<file path="config.mk">
export PLATFORM = sky130hd
export DESIGN_NAME = ups_adc_avg
export DESIGN_NICKNAME = d
export VERILOG_FILES = /design/src/rtl/ups_pkg.sv /design/src/rtl/ups_hyst.sv /design/src/rtl/ups_adc_avg.sv
export SDC_FILE = /design/constraint.sdc
export NUM_CORES = 1
export LEC_CHECK = 0
export ABC_CLOCK_PERIOD_IN_PS = 7300
export CORE_MARGIN = 3
export CORE_UTILIZATION = 45
export CTS_CLUSTER_DIAMETER = 40
export DETAILED_ROUTE_END_ITERATION = 6
export PLACE_DENSITY = 0.68
export SLEW_MARGIN = 20
export SYNTH_ARGS = -nofsm -noshare
export SYNTH_HDL_FRONTEND = slang
export SYNTH_HIERARCHICAL = 1
export SYNTH_SLANG_ARGS = --single-unit
</file>
<file path="constraint.sdc">
create_clock -name clk -period 7.3 [get_ports clk]
set_input_delay 1.46 -clock clk [delete_from_list [all_inputs] [get_ports clk]]
set_output_delay 1.46 -clock clk [all_outputs]
set_load 0.005 [all_outputs]
</file>
<file path="src/rtl/ups_pkg.sv">
// ups_pkg: shared widths and state encoding for the UPS ADC averager
package ups_pkg;
    localparam int DW = 12;
    localparam int MAX_LOG2 = 8;
    localparam int ACC_W = DW + MAX_LOG2;
    typedef enum logic [1:0] {IDLE, ACC, DUMP} state_t;
endpackage

</file>
<file path="src/rtl/ups_hyst.sv">
// ups_hyst: registered hysteresis comparator; set has priority over clear
module ups_hyst #(
    parameter int W = ups_pkg::DW
) (
    input  logic         clk,
    input  logic         rst_n,
    input  logic [W-1:0] value,
    input  logic         update,
    input  logic [W-1:0] hi,
    input  logic [W-1:0] lo,
    output logic         trip
);
    // set above hi, clear below lo, otherwise hold
    always_ff @(posedge clk or negedge rst_n)
        if (!rst_n) trip <= 1'b0;
        else if (update) trip <= (value > hi) ? 1'b1 : (value < lo) ? 1'b0 : trip;
endmodule

</file>
<file path="src/rtl/ups_adc_avg.sv">
// ups_adc_avg: boxcar averager/decimator with hysteretic trip; UPS_ADC_AVG_MINMAX_EN adds window min/max
module ups_adc_avg #(
    parameter int MAX_LOG2 = ups_pkg::MAX_LOG2,
    parameter int DW = ups_pkg::DW
) (
    input  logic          clk,
    input  logic          rst_n,
    input  logic          en,
    input  logic [3:0]    cfg_log2,
    input  logic          cfg_update,
    input  logic [DW-1:0] thr_hi,
    input  logic [DW-1:0] thr_lo,
    input  logic [DW-1:0] adc,
    input  logic          adc_dv,
    output logic [DW-1:0] avg,
    output logic          avg_dv,
    output logic          trip,
    output logic [DW-1:0] win_min,
    output logic [DW-1:0] win_max
);
    import ups_pkg::*;
    localparam int AW = DW + MAX_LOG2;
    localparam int CW = MAX_LOG2 + 1;
    state_t state, state_nx;
    logic [AW-1:0] acc, sum, rnd;
    logic [CW-1:0] count, last;
    logic [3:0] l;
    logic [DW-1:0] avg_nx;
    logic live, take, go_dump;
    assign live = en && !cfg_update;
    assign take = live && adc_dv && state != IDLE;
    assign last = (CW'(1) << l) - CW'(1);
    assign go_dump = take && state == ACC && count == last;
    assign rnd = (l == 4'd0) ? '0 : AW'(1) << (l - 4'd1);
    assign sum = acc + AW'(adc) + rnd;
    assign avg_nx = DW'(sum >> l);
    assign avg_dv = state == DUMP;
    // next state: en low idles, the final sample of a window dumps, everything else accumulates
    always_comb begin
        state_nx = IDLE;
        state_nx = !en ? IDLE : go_dump ? DUMP : ACC;
    end
    // state, accumulator and counter; a sample arriving in DUMP seeds the next window
    always_ff @(posedge clk or negedge rst_n)
        if (!rst_n) begin
            state <= IDLE;
            acc   <= '0;
            count <= '0;
        end else begin
            state <= state_nx;
            acc   <= take ? (state == DUMP ? AW'(adc) : acc + AW'(adc)) : (live && state == ACC) ? acc : '0;
            count <= take ? (state == DUMP ? CW'(1) : count + CW'(1)) : (live && state == ACC) ? count : '0;
        end
    // window length latch (clamped) and rounded average captured as DUMP is entered
    always_ff @(posedge clk or negedge rst_n)
        if (!rst_n) begin
            l   <= '0;
            avg <= '0;
        end else begin
            if (cfg_update) l <= (cfg_log2 > 4'(MAX_LOG2)) ? 4'(MAX_LOG2) : cfg_log2;
            if (go_dump) avg <= avg_nx;
        end
    ups_hyst #(.W(DW)) u_hyst (
        .clk    (clk),
        .rst_n  (rst_n),
        .value  (avg_nx),
        .update (go_dump),
        .hi     (thr_hi),
        .lo     (thr_lo),
        .trip   (trip)
    );
`ifdef UPS_ADC_AVG_MINMAX_EN
    logic [DW-1:0] run_min, run_max, min_nx, max_nx;
    logic first;
    assign first = state == DUMP || count == '0;
    assign min_nx = (first || adc < run_min) ? adc : run_min;
    assign max_nx = (first || adc > run_max) ? adc : run_max;
    // running extremes per window, published alongside the average
    always_ff @(posedge clk or negedge rst_n)
        if (!rst_n) begin
            run_min <= '0;
            run_max <= '0;
            win_min <= '0;
            win_max <= '0;
        end else begin
            if (take) begin
                run_min <= min_nx;
                run_max <= max_nx;
            end
            if (go_dump) begin
                win_min <= min_nx;
                win_max <= max_nx;
            end
        end
`else
    assign win_min = '0;
    assign win_max = '0;
`endif
endmodule

</file>
==> results of run 1 <==
-- state kept, by name (all words and copies together), names as in the netlist --
| name | cells |
|---|---|
| acc | 20 |
| avg | 12 |
| count | 9 |
| l | 4 |
| state | 2 |
| u_hyst/trip | 1 |
-- cell usage after synthesis (5+ instances only) --
master                      count  area share, %
sky130_fd_sc_hd__a211oi_1      13            1.6
sky130_fd_sc_hd__a21o_1        21            2.5
sky130_fd_sc_hd__a21oi_1       42            3.4
sky130_fd_sc_hd__a31oi_1       18            1.8
sky130_fd_sc_hd__and2_1         5           0.50
sky130_fd_sc_hd__and3_1        14            1.4
sky130_fd_sc_hd__buf_1          8           0.48
sky130_fd_sc_hd__buf_4         24            2.9
sky130_fd_sc_hd__clkbuf_1      25            1.5
sky130_fd_sc_hd__dfrtp_1       48             19
sky130_fd_sc_hd__ha_1          53             11
sky130_fd_sc_hd__inv_1         42            2.5
sky130_fd_sc_hd__mux2i_1       17            2.7
sky130_fd_sc_hd__mux4_2         5            1.8
sky130_fd_sc_hd__nand2_1       83            5.0
sky130_fd_sc_hd__nand2b_1      10            1.0
sky130_fd_sc_hd__nand3_1       21            1.7
sky130_fd_sc_hd__nand4_1       11            1.1
sky130_fd_sc_hd__nor2_1        76            4.6
sky130_fd_sc_hd__nor2b_1        5           0.50
sky130_fd_sc_hd__nor3_1        18            1.4
sky130_fd_sc_hd__o2111ai_1      6           0.84
sky130_fd_sc_hd__o211ai_1      11            1.3
sky130_fd_sc_hd__o21ai_0       73            5.8
sky130_fd_sc_hd__o22ai_1        8           0.80
sky130_fd_sc_hd__o31ai_1        9            1.1
sky130_fd_sc_hd__or3_1          6           0.60
sky130_fd_sc_hd__xnor2_1       21            2.9
sky130_fd_sc_hd__xor2_1        15            2.1
-- power by group --
part,internal (mW),total [mW],switching (mW)
clock network,0.198,0.320,0.122
logic,0.188,0.439,0.251
registers,0.270,0.272,0.00230
-- cell families (layout without fill, tap and decap cells) --
group	after synthesis	after routing	synth area share, %
fa+ha+maj	55	55	11.3
other cells	1	25	0.0600
compound gates	267	267	29.8
xor+xnor	36	36	5.05
flops	48	48	19.2
buf+inv	105	165	8.05
mux	26	26	5.25
simple gates	275	275	21.3
-- routing by layer --
metal | up-vias | global-route usage (%) | wire, um
met5 | - | 0 | 0
met1 | 3009 | 33.1 | 8340
met3 | 26 | 3.91 | 901
met4 | 0 | 6.57 | 393
li1 | 3131 | - | -
met2 | 182 | 39.4 | 8600
-- stage by stage --
step / power, mW / hold slack [ns] / std cells / setup TNS, ns
2_1_floorplan: 0.566 / 0.454 / 837 / 0
6_report: 1.03 / 0.483 / 1073 / 0
3_5_place_dp: 0.699 / 0.471 / 1064 / 0
5_1_grt: 1.09 / 0.520 / 1073 / -0.0394
3_3_place_gp: 0.695 / 0.467 / 1064 / -0.00742
4_1_cts: 1.02 / 0.488 / 1072 / 0
-- final cells by class --
cell class / instances / share of cell area, %
Clock buffer: 5 / 1.67
Clock inverter: 3 / 0.916
Inverter: 43 / 2.15
Multi-Input combinational cell: 684 / 63.1
Sequential cell: 48 / 16.0
Tap cell: 176 / 2.93
Timing Repair Buffer: 114 / 13.3
-- final timing paths --
check / to / slack (ns)
min: avg[2]$_DFFE_PN0P_ / 0.48
max: u_hyst/trip$_DFFE_PN0P_ / 0.33
min in group asynchronous: acc[6]$_DFFE_PN0P_ / 1.24
min reg2reg: avg[2]$_DFFE_PN0P_ / 0.48
max in group asynchronous: avg[7]$_DFFE_PN0P_ / 5.60
max reg2reg: u_hyst/trip$_DFFE_PN0P_ / 1.55
-- timing repair --
action,4_1_cts,5_1_grt
hold endpoints to repair,0,0
resized for setup,0,21
buffers inserted,0,1
setup endpoints to repair,0,1
-- tightest hold or removal path, stage by stage (launching register included) --
cell	delay [ns]
sky130_fd_sc_hd__dfrtp_1	0.35
sky130_fd_sc_hd__nand2_1	0.05
sky130_fd_sc_hd__o31ai_1	0.05
==> metrics.txt, run 1 <==
# TYPE chip_impl_metric gauge
chip_impl_info{name="run_status",value="completed"} 1
chip_impl_info{name="critical_path.startpoint",value="adc[0]"} 1
chip_impl_metric{name="antenna_violating_nets_left",unit=""} 0
chip_impl_metric{name="post_synth_edffs",unit=""} 0
chip_impl_metric{name="postLayoutCellArea",unit="um^2"} 7510
chip_impl_metric{name="die-area",unit="um^2"} 15300
chip_impl_info{name="timing.hold.worst.start",value="avg[2]$_DFFE_PN0P_"} 1
chip_impl_metric{name="timing.final.crit_share",unit="%"} 95.5
chip_impl_metric{name="syn-mean-instance-area",unit="um^2"} 7.68
chip_impl_metric{name="p_r_area_growth_vs_syn",unit="%"} 20.3
chip_impl_metric{name="clock_insertion_delay_worst_skew",unit="ns"} 0.31
chip_impl_metric{name="cts.sinks",unit=""} 48
chip_impl_metric{name="report.final.hold_viol_count",unit=""} 0
chip_impl_metric{name="route.detailed.drc",unit=""} 0
chip_impl_metric{name="post_layout_minimum_cycle_time",unit="ns"} 6.97
chip_impl_metric{name="preCtsSetupSlack",unit="ns"} 0.0387
chip_impl_metric{name="power.static_leakage",unit="nW"} 3.52
chip_impl_metric{name="grt_antenna_before_repair",unit=""} 0
chip_impl_metric{name="clock_tree.buffer_depth",unit=""} 2
chip_impl_metric{name="vdd_ir_max",unit="V"} 0.000107
chip_impl_metric{name="drive_gt1_share",unit="%"} 13.4
chip_impl_info{name="synth_flop_cell",value="sky130_fd_sc_hd__dfrtp_1"} 1
chip_impl_metric{name="final_max_slew_viol_count",unit=""} 0
chip_impl_metric{name="maxCapViolations",unit=""} 0
chip_impl_info{name="crit_path_end_kind",value="flip-flop"} 1
chip_impl_metric{name="maxSlewHeadroom",unit="%"} 16.0
chip_impl_metric{name="cp_data_arrival_time",unit="ns"} 7.16
chip_impl_info{name="layout.cells.most_common",value="sky130_fd_sc_hd__nand2_1"} 1
chip_impl_metric{name="gpl.final_weighted_congestion",unit=""} 0.890
chip_impl_metric{name="die_w",unit="um"} 124
chip_impl_metric{name="post_synth_inst_count",unit=""} 813
chip_impl_metric{name="io_buffers",unit=""} 58
chip_impl_info{name="mostFrequentLayoutCells",value="sky130_fd_sc_hd__nand2_1 (83), sky130_fd_sc_hd__nor2_1 (76), sky130_fd_sc_hd__o21ai_0 (71)"} 1
chip_impl_metric{name="cts_hold_buffers_added",unit=""} 0
chip_impl_metric{name="tritoncts.num_buffers",unit=""} 5
chip_impl_metric{name="fmax",unit="GHz"} 0.144
chip_impl_metric{name="critical_path.n_buffers_inverters",unit=""} 3
chip_impl_info{name="rr_startpoint",value="acc[0]$_DFFE_PN0P_"} 1
chip_impl_metric{name="final_net_count",unit=""} 996
chip_impl_info{name="ctsRootBufferMaster",value="sky130_fd_sc_hd__clkbuf_16"} 1
chip_impl_metric{name="synth.yosys.warnings",unit=""} 6
chip_impl_metric{name="longest_individual_stage_delay_on_the_worst_path",unit="ns"} 0.42
chip_impl_metric{name="route.final.wire_length",unit="mm"} 18.2
chip_impl_metric{name="area.sequential",unit="um^2"} 1200
chip_impl_metric{name="worstRegToRegCells",unit=""} 25
chip_impl_metric{name="final.setup.worst_slack",unit="ns"} 0.332
chip_impl_metric{name="power_per_cell_area",unit="nW/um^2"} 137
chip_impl_metric{name="grt_overflow",unit=""} 0
chip_impl_metric{name="dp.final_hpwl",unit="mm"} 14.2
chip_impl_metric{name="final-setup-viol-count",unit=""} 0
chip_impl_metric{name="via_count",unit=""} 6348
chip_impl_metric{name="drt-vias-per-instance",unit=""} 5.92
chip_impl_metric{name="final_core_occ",unit="%"} 56.1
chip_impl_metric{name="post_dp_cell_area",unit="um^2"} 7210
chip_impl_metric{name="final_antenna_diode_count",unit=""} 0
chip_impl_metric{name="cp_data_required_time",unit="ns"} 7.49
chip_impl_metric{name="io_pins",unit=""} 83
chip_impl_metric{name="drt-pass1-iter-count",unit=""} 5
chip_impl_metric{name="timing.hold.worst_path_depth",unit=""} 2
chip_impl_info{name="worst_path_most_repeated_cell",value="sky130_fd_sc_hd__nor2_1"} 1
chip_impl_metric{name="grt_first_pass_wirelength",unit="mm"} 29.3
chip_impl_info{name="cts_tree",value="built"} 1
chip_impl_metric{name="yosysSeqAreaShare",unit="%"} 19.2
chip_impl_metric{name="initial_core_util",unit="%"} 46.6
chip_impl_metric{name="rows",unit=""} 42
chip_impl_info{name="timing.critical_path.slowest_stage_cell",value="sky130_fd_sc_hd__clkdlybuf4s50_1"} 1
chip_impl_info{name="timing.critical_path.max_delay_family",value="compound AO/OA/AOI/OAI gates"} 1
chip_impl_metric{name="skew",unit="ns"} 0.00735
chip_impl_metric{name="number_of_global_route_vias_before_repair",unit=""} 5861
chip_impl_metric{name="globalRouteTotalUtil",unit="%"} 24.2
chip_impl_metric{name="largest_net_degree_at_the_start_of_global_routing",unit=""} 49
chip_impl_metric{name="synth.ff_latch_count",unit=""} 48
chip_impl_metric{name="multiInputGateArea",unit="um^2"} 4740
chip_impl_metric{name="synthesis.area",unit="um^2"} 6250
chip_impl_metric{name="fillerInstances",unit=""} 1263
chip_impl_metric{name="synth_async_sr_flop_share",unit="%"} 100
chip_impl_info{name="worstSetupPathType",value="primary input to flip-flop"} 1
chip_impl_metric{name="number_of_cells_on_the_critical_path",unit=""} 26
chip_impl_metric{name="synthDistinctLibCells",unit=""} 91
chip_impl_metric{name="critPathMaxFanout",unit=""} 6
chip_impl_metric{name="clkSlewWorstSetupHoldPaths",unit="ns"} 0.07
chip_impl_metric{name="cts.htree.levels",unit=""} 2
chip_impl_metric{name="tightestPinTransition",unit="ns"} 1.23
chip_impl_info{name="critPathLaunchType",value="primary input"} 1
chip_impl_metric{name="first_iter_violations",unit=""} 409
chip_impl_metric{name="floorplan.die.height",unit="um"} 124
chip_impl_metric{name="core_area",unit="um^2"} 13400
chip_impl_info{name="holdCritPathClass",value="flip-flop to flip-flop"} 1
chip_impl_metric{name="avgRoutedWirePerCell",unit="um"} 17.0
Note: power is estimated with default switching activity, not from simulation.
==> inputs of run 2 (changes only) <==
--- a/config.mk
+++ b/config.mk
@@ -16,3 +16,4 @@
 export SYNTH_HDL_FRONTEND = slang
 export SYNTH_HIERARCHICAL = 1
 export SYNTH_SLANG_ARGS = --single-unit
+export TNS_END_PERCENT = 30
==> results of run 2 <==
No change in the layout: final DEF, timing and power equal those of run 1.
